**src/rtl/huff_bit_packer.sv**
```systemverilog
`default_nettype none
// ============================================================================
//  Module   : huff_bit_packer
//  Purpose  : Packs variable-length Huffman code words (MSB-first) into an
//             LSB-first 32-bit word stream with byte count, last flag and flush.
//  Revision : 1.0  initial release
// ============================================================================
module huff_bit_packer #(
    parameter int ACC_W  = 64,
    parameter int CODE_W = 13,
    parameter int OUT_W  = 32
) (
    input  logic              clk,
    input  logic              rst,
    input  logic [CODE_W-1:0] code_in,
    input  logic [3:0]        code_bits_in,
    input  logic              code_valid_in,
    output logic              code_ready_out,
    input  logic              flush_in,
    output logic [OUT_W-1:0]  word_out,
    output logic              word_valid_out,
    output logic [2:0]        word_bvalid_out,
    output logic              word_last_out,
    input  logic              word_ready_in,
    output logic              flush_done_out
);

    localparam int FILL_W = $clog2(ACC_W + 1);
    localparam int SEL_W  = $clog2(OUT_W);
    localparam logic [FILL_W-1:0] C_OUT_BITS  = FILL_W'(OUT_W);
    localparam logic [FILL_W-1:0] C_READY_MAX = FILL_W'(ACC_W - CODE_W);
    localparam logic [3:0]        C_CODE_MAX  = 4'(CODE_W);

    typedef enum logic [1:0] {
        S_RUN   = 2'd0,
        S_FLUSH = 2'd1,
        S_LAST  = 2'd2
    } state_t;

    state_t              state_q;
    logic [ACC_W-1:0]    acc_q, acc_d;
    logic [FILL_W-1:0]   fill_q, fill_d;
    logic [OUT_W-1:0]    word_q;
    logic                wvalid_q;
    logic [2:0]          bvalid_q;
    logic                last_q;
    logic                done_q;

    logic [3:0]          w_nbits;
    logic [CODE_W-1:0]   w_rev_full;
    logic [CODE_W-1:0]   w_rev;
    logic                w_accept;
    logic                w_slot_free;
    logic                w_drain;
    logic                w_final;
    logic [ACC_W-1:0]    w_acc_base;
    logic [FILL_W-1:0]   w_fill_base;
    logic [OUT_W-1:0]    w_tail_mask;
    logic [2:0]          w_tail_bytes;

    assign code_ready_out  = (state_q == S_RUN) && (fill_q <= C_READY_MAX);
    assign word_out        = word_q;
    assign word_valid_out  = wvalid_q;
    assign word_bvalid_out = bvalid_q;
    assign word_last_out   = last_q;
    assign flush_done_out  = done_q;

    assign w_nbits = (code_bits_in > C_CODE_MAX) ? C_CODE_MAX : code_bits_in;

    // Mirror the whole code field, then drop the unused low end so the
    // first-transmitted bit lands at position 0.
    always_comb begin
        w_rev_full = '0;
        for (int i = 0; i < CODE_W; i++) begin
            w_rev_full[i] = code_in[CODE_W-1-i];
        end
    end
    assign w_rev = w_rev_full >> (C_CODE_MAX - w_nbits);

    assign w_accept    = code_valid_in && code_ready_out;
    assign w_slot_free = !wvalid_q || word_ready_in;
    assign w_drain     = (fill_q >= C_OUT_BITS) && w_slot_free;
    assign w_final     = (state_q == S_FLUSH) && (fill_q < C_OUT_BITS) && w_slot_free;

    assign w_acc_base   = w_drain ? (acc_q >> OUT_W) : acc_q;
    assign w_fill_base  = w_drain ? (fill_q - C_OUT_BITS) : fill_q;
    assign w_tail_mask  = ~({OUT_W{1'b1}} << fill_q[SEL_W-1:0]);
    assign w_tail_bytes = 3'((fill_q + FILL_W'(7)) >> 3);

    always_comb begin
        acc_d  = w_acc_base;
        fill_d = w_fill_base;
        if (w_accept) begin
            acc_d  = w_acc_base | ({{(ACC_W-CODE_W){1'b0}}, w_rev} << w_fill_base);
            fill_d = w_fill_base + FILL_W'(w_nbits);
        end
    end

    always_ff @(posedge clk) begin
        if (rst) begin
            state_q  <= S_RUN;
            acc_q    <= '0;
            fill_q   <= '0;
            word_q   <= '0;
            wvalid_q <= 1'b0;
            bvalid_q <= 3'd0;
            last_q   <= 1'b0;
            done_q   <= 1'b0;
        end else begin
            acc_q  <= acc_d;
            fill_q <= fill_d;
            done_q <= 1'b0;

            if (w_drain) begin
                word_q   <= acc_q[OUT_W-1:0];
                wvalid_q <= 1'b1;
                bvalid_q <= 3'd4;
                last_q   <= 1'b0;
            end else if (w_final) begin
                word_q   <= acc_q[OUT_W-1:0] & w_tail_mask;
                wvalid_q <= 1'b1;
                bvalid_q <= w_tail_bytes;
                last_q   <= 1'b1;
            end else if (word_ready_in) begin
                wvalid_q <= 1'b0;
                last_q   <= 1'b0;
            end

            case (state_q)
                S_RUN: begin
                    if (flush_in) state_q <= S_FLUSH;
                end
                S_FLUSH: begin
                    if (w_final) state_q <= S_LAST;
                end
                S_LAST: begin
                    // The final word is always pending here, so ready alone completes it.
                    if (word_ready_in) begin
                        state_q <= S_RUN;
                        acc_q   <= '0;
                        fill_q  <= '0;
                        done_q  <= 1'b1;
                    end
                end
                default: state_q <= S_RUN;
            endcase
        end
    end

endmodule
`default_nettype wire
```
**config.mk**
```make
export PLATFORM = sky130hd
export DESIGN_NAME = huff_bit_packer
export DESIGN_NICKNAME = d
export VERILOG_FILES = /design/src/rtl/huff_bit_packer.sv
export SDC_FILE = /design/constraint.sdc
export NUM_CORES = 1
export LEC_CHECK = 0
export ABC_AREA = 0
export CORE_AREA = 2 2 120 238
export CTS_CLUSTER_SIZE = 20
export DETAILED_ROUTE_END_ITERATION = 7
export DIE_AREA = 0 0 122 240
export GPL_TIMING_DRIVEN = 0
export MAX_ROUTING_LAYER = met4
export SKIP_CTS_REPAIR_TIMING = 1
export SLEW_MARGIN = 20
export SYNTH_ARGS = -nofsm -noshare
export SYNTH_HDL_FRONTEND = slang
export SYNTH_SLANG_ARGS = --single-unit
```
**constraint.sdc**
```tcl
create_clock -name clk -period 7.6 [get_ports clk]
set_input_delay 1.52 -clock clk [delete_from_list [all_inputs] [get_ports clk]]
set_output_delay 1.52 -clock clk [all_outputs]
set_load 0.02 [all_outputs]
```
==> results of run 1 <==
==> power groups by stage <==
stage	Combinational, mW	Clock (mW)	Sequential (mW)
2_1_floorplan	0.983	0	0.718
3_3_place_gp	1.64	0	0.719
3_5_place_dp	1.65	0	0.721
4_1_cts	1.66	0.519	0.707
5_1_grt	1.77	0.544	0.716
6_report	1.69	0.517	0.709
==> stage by stage <==
stage / hold WS [ns] / instances / worst slack [ns]
6_report: 0.4526 / 1283 / 2.319
5_1_grt: 0.4707 / 1283 / 2.118
4_1_cts: 0.4525 / 1283 / 2.368
3_5_place_dp: 0.4418 / 1267 / 1.999
3_3_place_gp: 0.4287 / 1267 / 1.966
2_1_floorplan: 0.4154 / 859 / 3.337
==> routing by layer <==
layer  vias up  GRT usage  wire length (um)
li1       3360          -                 -
met3       150    0.02728              1338
met5         -          -                 0
met4         0     0.2045              3294
met2       339     0.3938             16300
met1      3480     0.1957             10120
==> flip-flops by register name, summed over array words and instances, names as in the netlist <==
register         flops
acc_q               64
fill_q               7
flush_done_out       1
state_q              2
word_bvalid_out      3
word_last_out        1
word_out            32
word_valid_out       1
==> cell usage in the layout, fill, tap and decap left out, types with 6 or more instances in the layout <==
master           synthesis  layout
inv_1                   11      11
nor4_1                  11      11
dfxtp_1                111     111
o211ai_1                18      18
clkbuf_1                50      50
a31oi_1                 16      15
clkbuf_16                0       9
a32oi_1                  8       8
a21oi_1                 61      61
ha_1                     7       7
o21ai_0                 40      40
nand2b_1                 9       9
a211o_1                  7       7
clkdlybuf4s50_1          0      56
a211oi_1                 9       9
a22oi_1                 13      13
nor2b_1                  6       6
nand4_1                  7       7
and3_1                   6       6
nand3_1                 31      31
mux2_2                   8       8
a221oi_1                 7       7
mux2i_1                 19      19
buf_2                    6       6
nor2_1                  85      85
o22ai_1                 17      17
nand2_1                125     125
xnor2_1                  6       6
nor3_1                  31      31
==> final cells by class <==
cell class / count / area (um2) / area share
repair buffers: 56 / 560.5 / 0.06953
clock inverters: 6 / 73.82 / 0.009157
flip-flops and latches: 111 / 2222 / 0.2756
plain buffers: 66 / 292.8 / 0.03632
well taps: 352 / 440.4 / 0.05463
inverters: 13 / 48.80 / 0.006053
multi-input cells: 669 / 4184 / 0.5190
clock buffers: 10 / 239.0 / 0.02964
==> worst min-delay path, stage by stage, from the launching register on <==
cell and delay, ns:
dfxtp_1 0.31, nand2_1 0.05, a21oi_1 0.05
==> logic make-up after synthesis <==
family | Yosys count | share of synthesized area
buffers and inverters | 79 | 0.05067
AOI/OAI and AO/OA | 288 | 0.3140
and+or+nand+nor | 334 | 0.2249
muxes | 31 | 0.05048
xor gates and xnor gates | 8 | 0.01429
DFF | 111 | 0.3296
adders and majority gates | 8 | 0.01596
==> how the worst max path moves through the flow <==
| stage | start | endpoint | slack [ns] |
|---|---|---|---|
| 2_1_floorplan | code_bits_in[3] | acc_q[61] | 3.34 |
| 3_3_place_gp | code_bits_in[2] | acc_q[15] | 1.97 |
| 3_5_place_dp | code_bits_in[2] | acc_q[63] | 2.00 |
| 4_1_cts | code_bits_in[2] | acc_q[63] | 2.37 |
| 5_1_grt | code_bits_in[2] | acc_q[63] | 2.12 |
| 6_report | code_bits_in[2] | acc_q[63] | 2.32 |
==> flow_metrics.py, run 1 <==
metrics = {
    "global_routing": {
        "grt_max_degree": 20,
        "overflow": 0,
        "first_global_vias": 7199,
        "grt_antenna_before_repair": 0,
        "grt_pass1_wl_mm": 45.65,
        "grt_usage": 0.2201,
    },
    "cells_and_area": {
        "nNetsFinal": 956,
        "drive_above_1_share": 0.07519,
        "area_growth_pct": 19.58,
        "final_cell_area_um2": 8061,
        "fillers": 3002,
        "fin_util": 0.2938,
        "diodes": 0,
    },
    "power": {
        "combinationalPowerShare": 0.579,
        "netSwitchingFraction": 0.5386,
        "clkPwrFrac": 0.177,
        "power_leakage_nw": 2.650,
        "power.share.sequential": 0.243,
        "p_sw_mw": 1.570,
        "p_total_mw": 2.914,
        "vdd_ir_drop_max_uv": 175.9,
        "power_density_nw_per_um2": 361.5,
        "p_int_mw": 1.344,
    },
    "sta": {
        "fin_crit_sh": 0.6949,
        "finalSetupViolCount": 0,
        "maxSlewViolCount": 0,
        "clock_skew_ns": 0.006300,
        "max_freq_mhz": 189.4,
        "tns_ns": 0,
        "min_period_ns": 5.281,
        "rsz0062_at_grt": "no",
        "finalHoldViolations": 0,
        "worstMarginPinSlew_ns": 1.052,
        "relSlewSlack": 0.2964,
    },
    "detailed_routing": {
        "vias": 7329,
        "drc_errors": 0,
        "vias_per_cell": 5.712,
        "antenna_left": 0,
        "drtPass1Iterations": 6,
        "drtIter0Drc": 417,
        "drt-total-wl_mm": 31.06,
        "wl_per_cell_um": 24.21,
    },
    "run": {
        "maxCapViolations": 0,
    },
    "synth": {
        "ys_ff_latch": 111,
        "synth_top_area_share": 0.3296,
        "netlist_instances": 859,
        "synth_top_area_cell": "dfxtp_1",
        "synth_area_um2": 6741,
        "ys_types": 93,
        "synthTopCellsByArea": "dfxtp_1 (33%), nand2_1 (7.0%), nor2_1 (4.7%)",
        "async_reset_ff_frac": 0,
        "ys.flop_type": "dfxtp_1",
        "synth_seq_area_share": 0.3296,
        "yosysMostFrequentCell": "nand2_1",
        "synth_edf_count": 0,
        "syn_nets": 889,
        "yosys_warnings": 0,
        "syn_avg_cell_area_um2": 7.848,
        "ys_top_cells_by_count": "nand2_1 (125), dfxtp_1 (111), nor2_1 (85)",
    },
    "worst_setup_path": {
        "path_delay_family": "compound AO/OA/AOI/OAI gates",
        "cp_slowest_stage_delay_ns": 0.56,
        "cp_slowest_cell": "clkdlybuf4s50_1",
        "crit_required_ns": 7.92,
        "r2r_cells": 9,
        "ff2ff_setup_slack_ns": 3.60,
        "path_max_fanout": 10,
        "worst-path-buf-inv": 3,
        "crit_path_end_kind": "flip-flop",
        "cp-start-kind": "input port",
        "crit_chain": "clkdlybuf4s50_1 -> a21bo_1 -> buf_6 -> inv_2 -> ha_1 -> xor2_4 -> nand2_2 -> nor3_1 -> nor3_2 -> mux2i_4 -> mux2i_1 -> a221oi_2 -> a32o_1",
        "cp.arrival_ns": 5.60,
        "worst-path-stages": 13,
        "r2r-start": "fill_q[1]",
        "worstSetupPathType": "input port to flip-flop",
        "r2r_end": "acc_q[19]",
    },
    "clocking": {
        "clk_root_buffer_cell": "clkbuf_16",
        "clockBufferDepth": 2,
        "numCtsBuffers": 9,
        "ctsHtreeMaxLevel": 3,
        "cts_sinks": 111,
        "clk_pin_slew_ns": 0.08,
        "cts_tree": "done",
        "clock_latency_ns": 0.37,
    },
    "floorplanning": {
        "die_area_um2": 29280,
        "coreArea_um2": 27440,
        "fp.dieH_um": 240,
        "io_pins": 61,
        "rows": 86,
        "initial_core_util": 0.2457,
        "die_w_um": 122,
    },
    "place": {
        "place.gp.congestion": 1.040,
        "dp_hpwl_mm": 24.84,
        "placed_area_um2": 7749,
        "port_buffers": 56,
    },
    "hold_path": {
        "holdPathEnd": "word_out[6]",
        "min_from": "word_out[6]",
        "hold_depth": 2,
        "hold_class": "flip-flop to flip-flop",
    },
    "run_status": {
        "status": "complete, no violations",
    },
}
(Power assumes the default switching activity.)
==> inputs of run 2 (changes only) <==
==> constraint.sdc (replaced) <==
create_clock -name clk -period 4.3 [get_ports clk]
set_input_delay 0.86 -clock clk [delete_from_list [all_inputs] [get_ports clk]]
set_output_delay 0.86 -clock clk [all_outputs]
set_load 0.02 [all_outputs]
==> run 2 against run 1 <==
  * Die area is the same
  * Combinational power grew 81%
  * Flip-flop and latch count is the same
  * Sequential power grew 76%
  * Via count grew 0.38%
  * Core utilization grew 0.63 points
  * Largest cell class unchanged
==> flow_metrics.py, run 2 (synthesized netlist as in run 1, its figures left out) <==
metrics = {
    "detailed_routing": {
        "drtPass1Iterations": 5,
        "drtIter0Drc": 460,
        "wl_per_cell_um": 24.20,
        "antenna_left": 0,
        "vias_per_cell": 5.712,
        "drt-total-wl_mm": 31.17,
        "vias": 7357,
        "drc_errors": 0,
    },
    "sta": {
        "fin_crit_sh": 0.9669,
        "clock_skew_ns": 0.01001,
        "finalHoldViolations": 0,
        "rsz0062_at_grt": "no",
        "maxSlewViolCount": 0,
        "worstMarginPinSlew_ns": 1.060,
        "tns_ns": 0,
        "min_period_ns": 4.158,
        "finalSetupViolCount": 0,
        "relSlewSlack": 0.2910,
        "finalWorstSetupSlack_ns": 0.1422,
        "max_freq_mhz": 240.5,
    },
    "cells_and_area": {
        "diodes": 0,
        "fillers": 2994,
        "nNetsFinal": 961,
        "stdcell_count": 1288,
        "area_growth_pct": 22.14,
        "fin_util": 0.3001,
        "regMostFlops": "acc_q",
        "largest_register_ffs": 64,
        "mostFrequentLayoutCells": "nand2_1 (124), dfxtp_1 (111), nor2_1 (84)",
        "final_common_cell": "nand2_1",
        "drive_above_1_share": 0.1004,
    },
    "floorplanning": {
        "die_area_um2": 29280,
        "io_pins": 61,
        "fp.dieH_um": 240,
        "coreArea_um2": 27440,
        "die_w_um": 122,
        "initial_core_util": 0.2457,
        "rows": 86,
    },
    "hold_path": {
        "min_from": "word_out[6]",
        "hold_class": "flip-flop to flip-flop",
    },
    "global_routing": {
        "grt_antenna_before_repair": 0,
        "overflow": 0,
        "grt_usage": 0.2201,
        "first_global_vias": 7199,
        "grt_pass1_wl_mm": 45.65,
        "grt_max_degree": 20,
    },
    "run": {
        "maxCapViolations": 0,
    },
    "worst_setup_path": {
        "cp_slowest_cell": "clkdlybuf4s50_1",
        "crit_path_end_kind": "flip-flop",
        "crit_required_ns": 4.60,
        "crit_chain": "clkdlybuf4s50_1 -> a21bo_1 -> buf_6 -> inv_2 -> ha_2 -> xnor2_4 -> buf_2 -> nor2_1 -> nand2_1 -> nor2_2 -> o22ai_1 -> nor4_1 -> a21oi_1 -> o2bb2ai_1",
        "cp-start-kind": "input port",
        "path_delay_family": "simple AND/OR/NAND/NOR gates",
        "r2r-start": "fill_q[1]",
        "startpoint": "code_bits_in[2]",
        "cp.arrival_ns": 4.46,
        "ff2ff_setup_slack_ns": 0.30,
        "worstSetupPathType": "input port to flip-flop",
        "path_max_fanout": 10,
        "worst-path-buf-inv": 4,
        "cp_slowest_stage_delay_ns": 0.56,
    },
    "place": {
        "place_ws_ns": -0.6413,
        "port_buffers": 56,
        "place.gp.congestion": 1.040,
        "dp_cells": 1267,
        "dp_hpwl_mm": 24.84,
    },
    "clocking": {
        "clock_latency_ns": 0.38,
        "ctsHtreeMaxLevel": 3,
        "numCtsBuffers": 9,
        "cts_tree": "done",
        "clockBufferDepth": 2,
        "clk_root_buffer_cell": "clkbuf_16",
        "cts_sinks": 111,
        "clk_pin_slew_ns": 0.08,
    },
    "power": {
        "vdd_ir_drop_max_uv": 311.7,
        "power_density_nw_per_um2": 634.6,
        "power_leakage_nw": 2.676,
        "p_total_mw": 5.225,
    },
    "run_status": {
        "status": "complete, no violations",
    },
}
## run 2: changes by cell type in the layout (fill, tap and decap cells not counted), moves of 3 or more
| cell | before | now |
|---|---|---|
| buf_4 | 2 | 7 |
| mux2i_1 | 19 | 16 |
| nor3_1 | 31 | 28 |
| nor3_2 | 2 | 5 |
| nor4_1 | 11 | 8 |
| nor4_2 | 0 | 3 |
## run 2: layout make-up
class | count | area, um2 | share of cell area
plain buffers | 66 | 295.3 | 0.03586
clock buffers | 10 | 239.0 | 0.02902
clock inverters | 6 | 73.82 | 0.008965
inverters | 13 | 48.80 | 0.005926
multi-input cells | 669 | 4317 | 0.5242
flip-flops and latches | 111 | 2222 | 0.2699
well taps | 352 | 440.4 | 0.05349
repair buffers | 61 | 598.1 | 0.07263
## run 2: final timing paths
path	cells after the start	endpoint
hold reg to reg	2	word_out[6]
setup reg to reg	9	acc_q[19]
hold / removal	2	word_out[6]
setup / recovery	14	acc_q[39]
## run 2: per-layer routing
metal  global-route usage  up-vias  wire, um
li1                     -     3368         -
met1               0.1957     3511      9970
met2               0.3938      328     16440
met3              0.02728      150      1552
met4               0.2045        0      3212
met5                    -        -         0
## run 2: worst register-to-register path: stages (launching register included)
cell,delay [ns]
dfxtp_1,0.34
buf_2,0.20
nor2_1,0.83
and4_1,0.38
o211a_1,0.16
buf_2,0.24
nand3_1,0.29
nor2_1,0.75
nand2_1,0.41
o221ai_1,0.33
## run 2: metrics by stage
stage          hold WS, ns  instance area, um2
2_1_floorplan       0.4154                6741
3_3_place_gp        0.4287                7742
3_5_place_dp        0.4418                7749
4_1_cts             0.4525                8061
5_1_grt             0.4707                8234
6_report            0.4524                8234
## run 2: power breakdown
| part | total, mW | switching (mW) | internal (mW) |
|---|---|---|---|
| clock | 0.917 | 0.439 | 0.478 |
| combinational | 3.06 | 2.27 | 0.788 |
| sequential | 1.25 | 0.102 | 1.15 |
==> inputs of run 3 (changes only) <==
--- a/config.mk
+++ b/config.mk
@@ -6,11 +6,12 @@
 export NUM_CORES = 1
 export LEC_CHECK = 0
 export ABC_AREA = 0
-export CORE_AREA = 2 2 120 238
+export CORE_AREA = 2 2 94 187
 export CTS_CLUSTER_SIZE = 20
 export DETAILED_ROUTE_END_ITERATION = 7
-export DIE_AREA = 0 0 122 240
+export DIE_AREA = 0 0 96 189
 export GPL_TIMING_DRIVEN = 0
+export HOLD_SLACK_MARGIN = 0.05
 export MAX_ROUTING_LAYER = met4
 export SKIP_CTS_REPAIR_TIMING = 1
 export SLEW_MARGIN = 20
==> run 3 against run 2 <==
  * Flip-flop and latch count is the same
  * Clock-buffer cell count shrank 1
  * Global-route usage grew 13 points
  * Clock power shrank 5.3%
  * Maximum frequency shrank 0.46%
  * Via count grew 0.68%
  * Critical endpoint is now acc_q[24]
==> flow_metrics.py, run 3 (synthesized netlist as in run 1, its figures left out) <==
metrics = {
    "run_status": {
        "status": "complete, no violations",
    },
    "clocking": {
        "cts_tree": "done",
        "clockBufferDepth": 2,
        "cts_sinks": 111,
        "clk_pin_slew_ns": 0.08,
        "clock_latency_ns": 0.36,
        "clk_root_buffer_cell": "clkbuf_16",
        "numCtsBuffers": 9,
        "ctsHtreeMaxLevel": 3,
    },
    "global_routing": {
        "grt_usage": 0.3488,
        "grt_pass1_wl_mm": 44.83,
        "grt_antenna_before_repair": 0,
        "grt_max_degree": 19,
        "overflow": 0,
        "first_global_vias": 7363,
    },
    "sta": {
        "worstMarginPinSlew_ns": 1.060,
        "max_freq_mhz": 239.4,
        "finalSetupViolCount": 0,
        "maxSlewViolCount": 0,
        "clock_skew_ns": 0.009069,
        "finalHoldViolations": 0,
        "min_period_ns": 4.177,
        "relSlewSlack": 0.2857,
        "tns_ns": 0,
        "fin_crit_sh": 0.9714,
    },
    "worst_setup_path": {
        "ff2ff_setup_slack_ns": 0.35,
        "worstSetupPathType": "input port to flip-flop",
        "crit_required_ns": 4.53,
        "path_max_fanout": 10,
        "cp_slowest_cell": "clkdlybuf4s50_1",
        "cp.arrival_ns": 4.40,
        "crit_chain": "clkdlybuf4s50_1 -> a21bo_1 -> buf_6 -> inv_2 -> ha_2 -> xor2_4 -> nand2_2 -> nor3_1 -> o21ai_0 -> a21boi_1 -> a21oi_1 -> o2111a_1 -> or3_1",
        "r2r_end": "acc_q[13]",
        "crit_path_end_kind": "flip-flop",
        "cp_slowest_stage_delay_ns": 0.55,
        "r2r-start": "fill_q[1]",
        "worst-path-buf-inv": 3,
        "r2r_cells": 9,
        "path_delay_family": "compound AO/OA/AOI/OAI gates",
        "cp-start-kind": "input port",
    },
    "detailed_routing": {
        "wl_per_cell_um": 26.70,
        "drc_errors": 0,
        "drtPass1Iterations": 6,
        "drtIter0Drc": 585,
        "vias_per_cell": 6.492,
        "vias": 7407,
        "antenna_left": 0,
        "drt-total-wl_mm": 30.47,
    },
    "hold_path": {
        "min_from": "acc_q[53]",
        "hold_class": "flip-flop to flip-flop",
        "holdPathEnd": "acc_q[53]",
        "hold_depth": 2,
    },
    "cells_and_area": {
        "mostFrequentLayoutCells": "nand2_1 (124), dfxtp_1 (111), nor2_1 (85)",
        "largest_register_ffs": 64,
        "drive_above_1_share": 0.09636,
        "diodes": 0,
        "fillers": 1754,
        "regMostFlops": "acc_q",
        "final_common_cell": "nand2_1",
        "nNetsFinal": 960,
        "fin_util": 0.4813,
        "area_growth_pct": 19.10,
    },
    "place": {
        "dp_hpwl_mm": 24.27,
        "port_buffers": 56,
        "place.gp.congestion": 1.037,
    },
    "power": {
        "power_leakage_nw": 2.682,
        "vdd_ir_drop_max_uv": 341.3,
        "p_total_mw": 5.129,
        "power_density_nw_per_um2": 638.8,
    },
    "floorplanning": {
        "initial_core_util": 0.4041,
        "fp.dieH_um": 189,
        "die_area_um2": 18140,
        "rows": 67,
        "die_w_um": 96,
        "io_pins": 61,
        "coreArea_um2": 16680,
    },
    "run": {
        "maxCapViolations": 0,
    },
}
[run 3: worst max path at each step]
stage	start	endpoint	slack, ns	cells past startpoint
floorplan	code_bits_in[3]	acc_q[61]	0.70	12
global placement	code_bits_in[2]	acc_q[15]	-0.74	13
detailed placement	code_bits_in[2]	acc_q[63]	-0.74	13
CTS	code_bits_in[2]	acc_q[15]	-0.39	13
global route	code_bits_in[2]	acc_q[24]	-0.006	13
finish	code_bits_in[2]	acc_q[24]	0.12	13
[run 3: routing by layer]
metal / track usage / vias up / wire (um)
li1: - / 3372 / -
met1: 0.3157 / 3497 / 9739
met2: 0.6079 / 365 / 16050
met3: 0.05412 / 173 / 1531
met4: 0.2956 / 0 / 3151
met5: - / - / 0
[run 3: cell type report]
class,instances,area (um2),area share
multi-input cells,669,4319,0.5379
flip-flops and latches,111,2222,0.2768
repair buffers,60,590.6,0.07355
plain buffers,66,295.3,0.03678
well taps,207,259.0,0.03226
clock buffers,9,225.2,0.02805
clock inverters,6,68.82,0.008571
inverters,13,48.80,0.006078
[run 3: power by group]
part	total (mW)	internal, mW	switching (mW)
registers	1.25	1.15	0.103
logic	3.01	0.779	2.23
clock network	0.868	0.454	0.414
[run 3: through the flow]
step                cells  worst slack [ns]  hold WS (ns)  instance area [um2]
floorplan             859            0.6968        0.4154                 6741
global placement     1122           -0.7357        0.4276                 7561
detailed placement   1122           -0.7443        0.4343                 7567
CTS                  1137           -0.3933        0.4452                 7861
global route         1141         -0.006016        0.4647                 8029
finish               1141            0.1230        0.4433                 8029
[run 3: worst register-to-register path, delay by kind of cell (launching register included)]
| family | cells | cell delay [ns] |
|---|---|---|
| AND/OR/NAND/NOR | 5 | 2.52 |
| flip-flops | 1 | 0.34 |
| buffers and inverters | 2 | 0.46 |
| AO/OA/AOI/OAI | 2 | 0.51 |
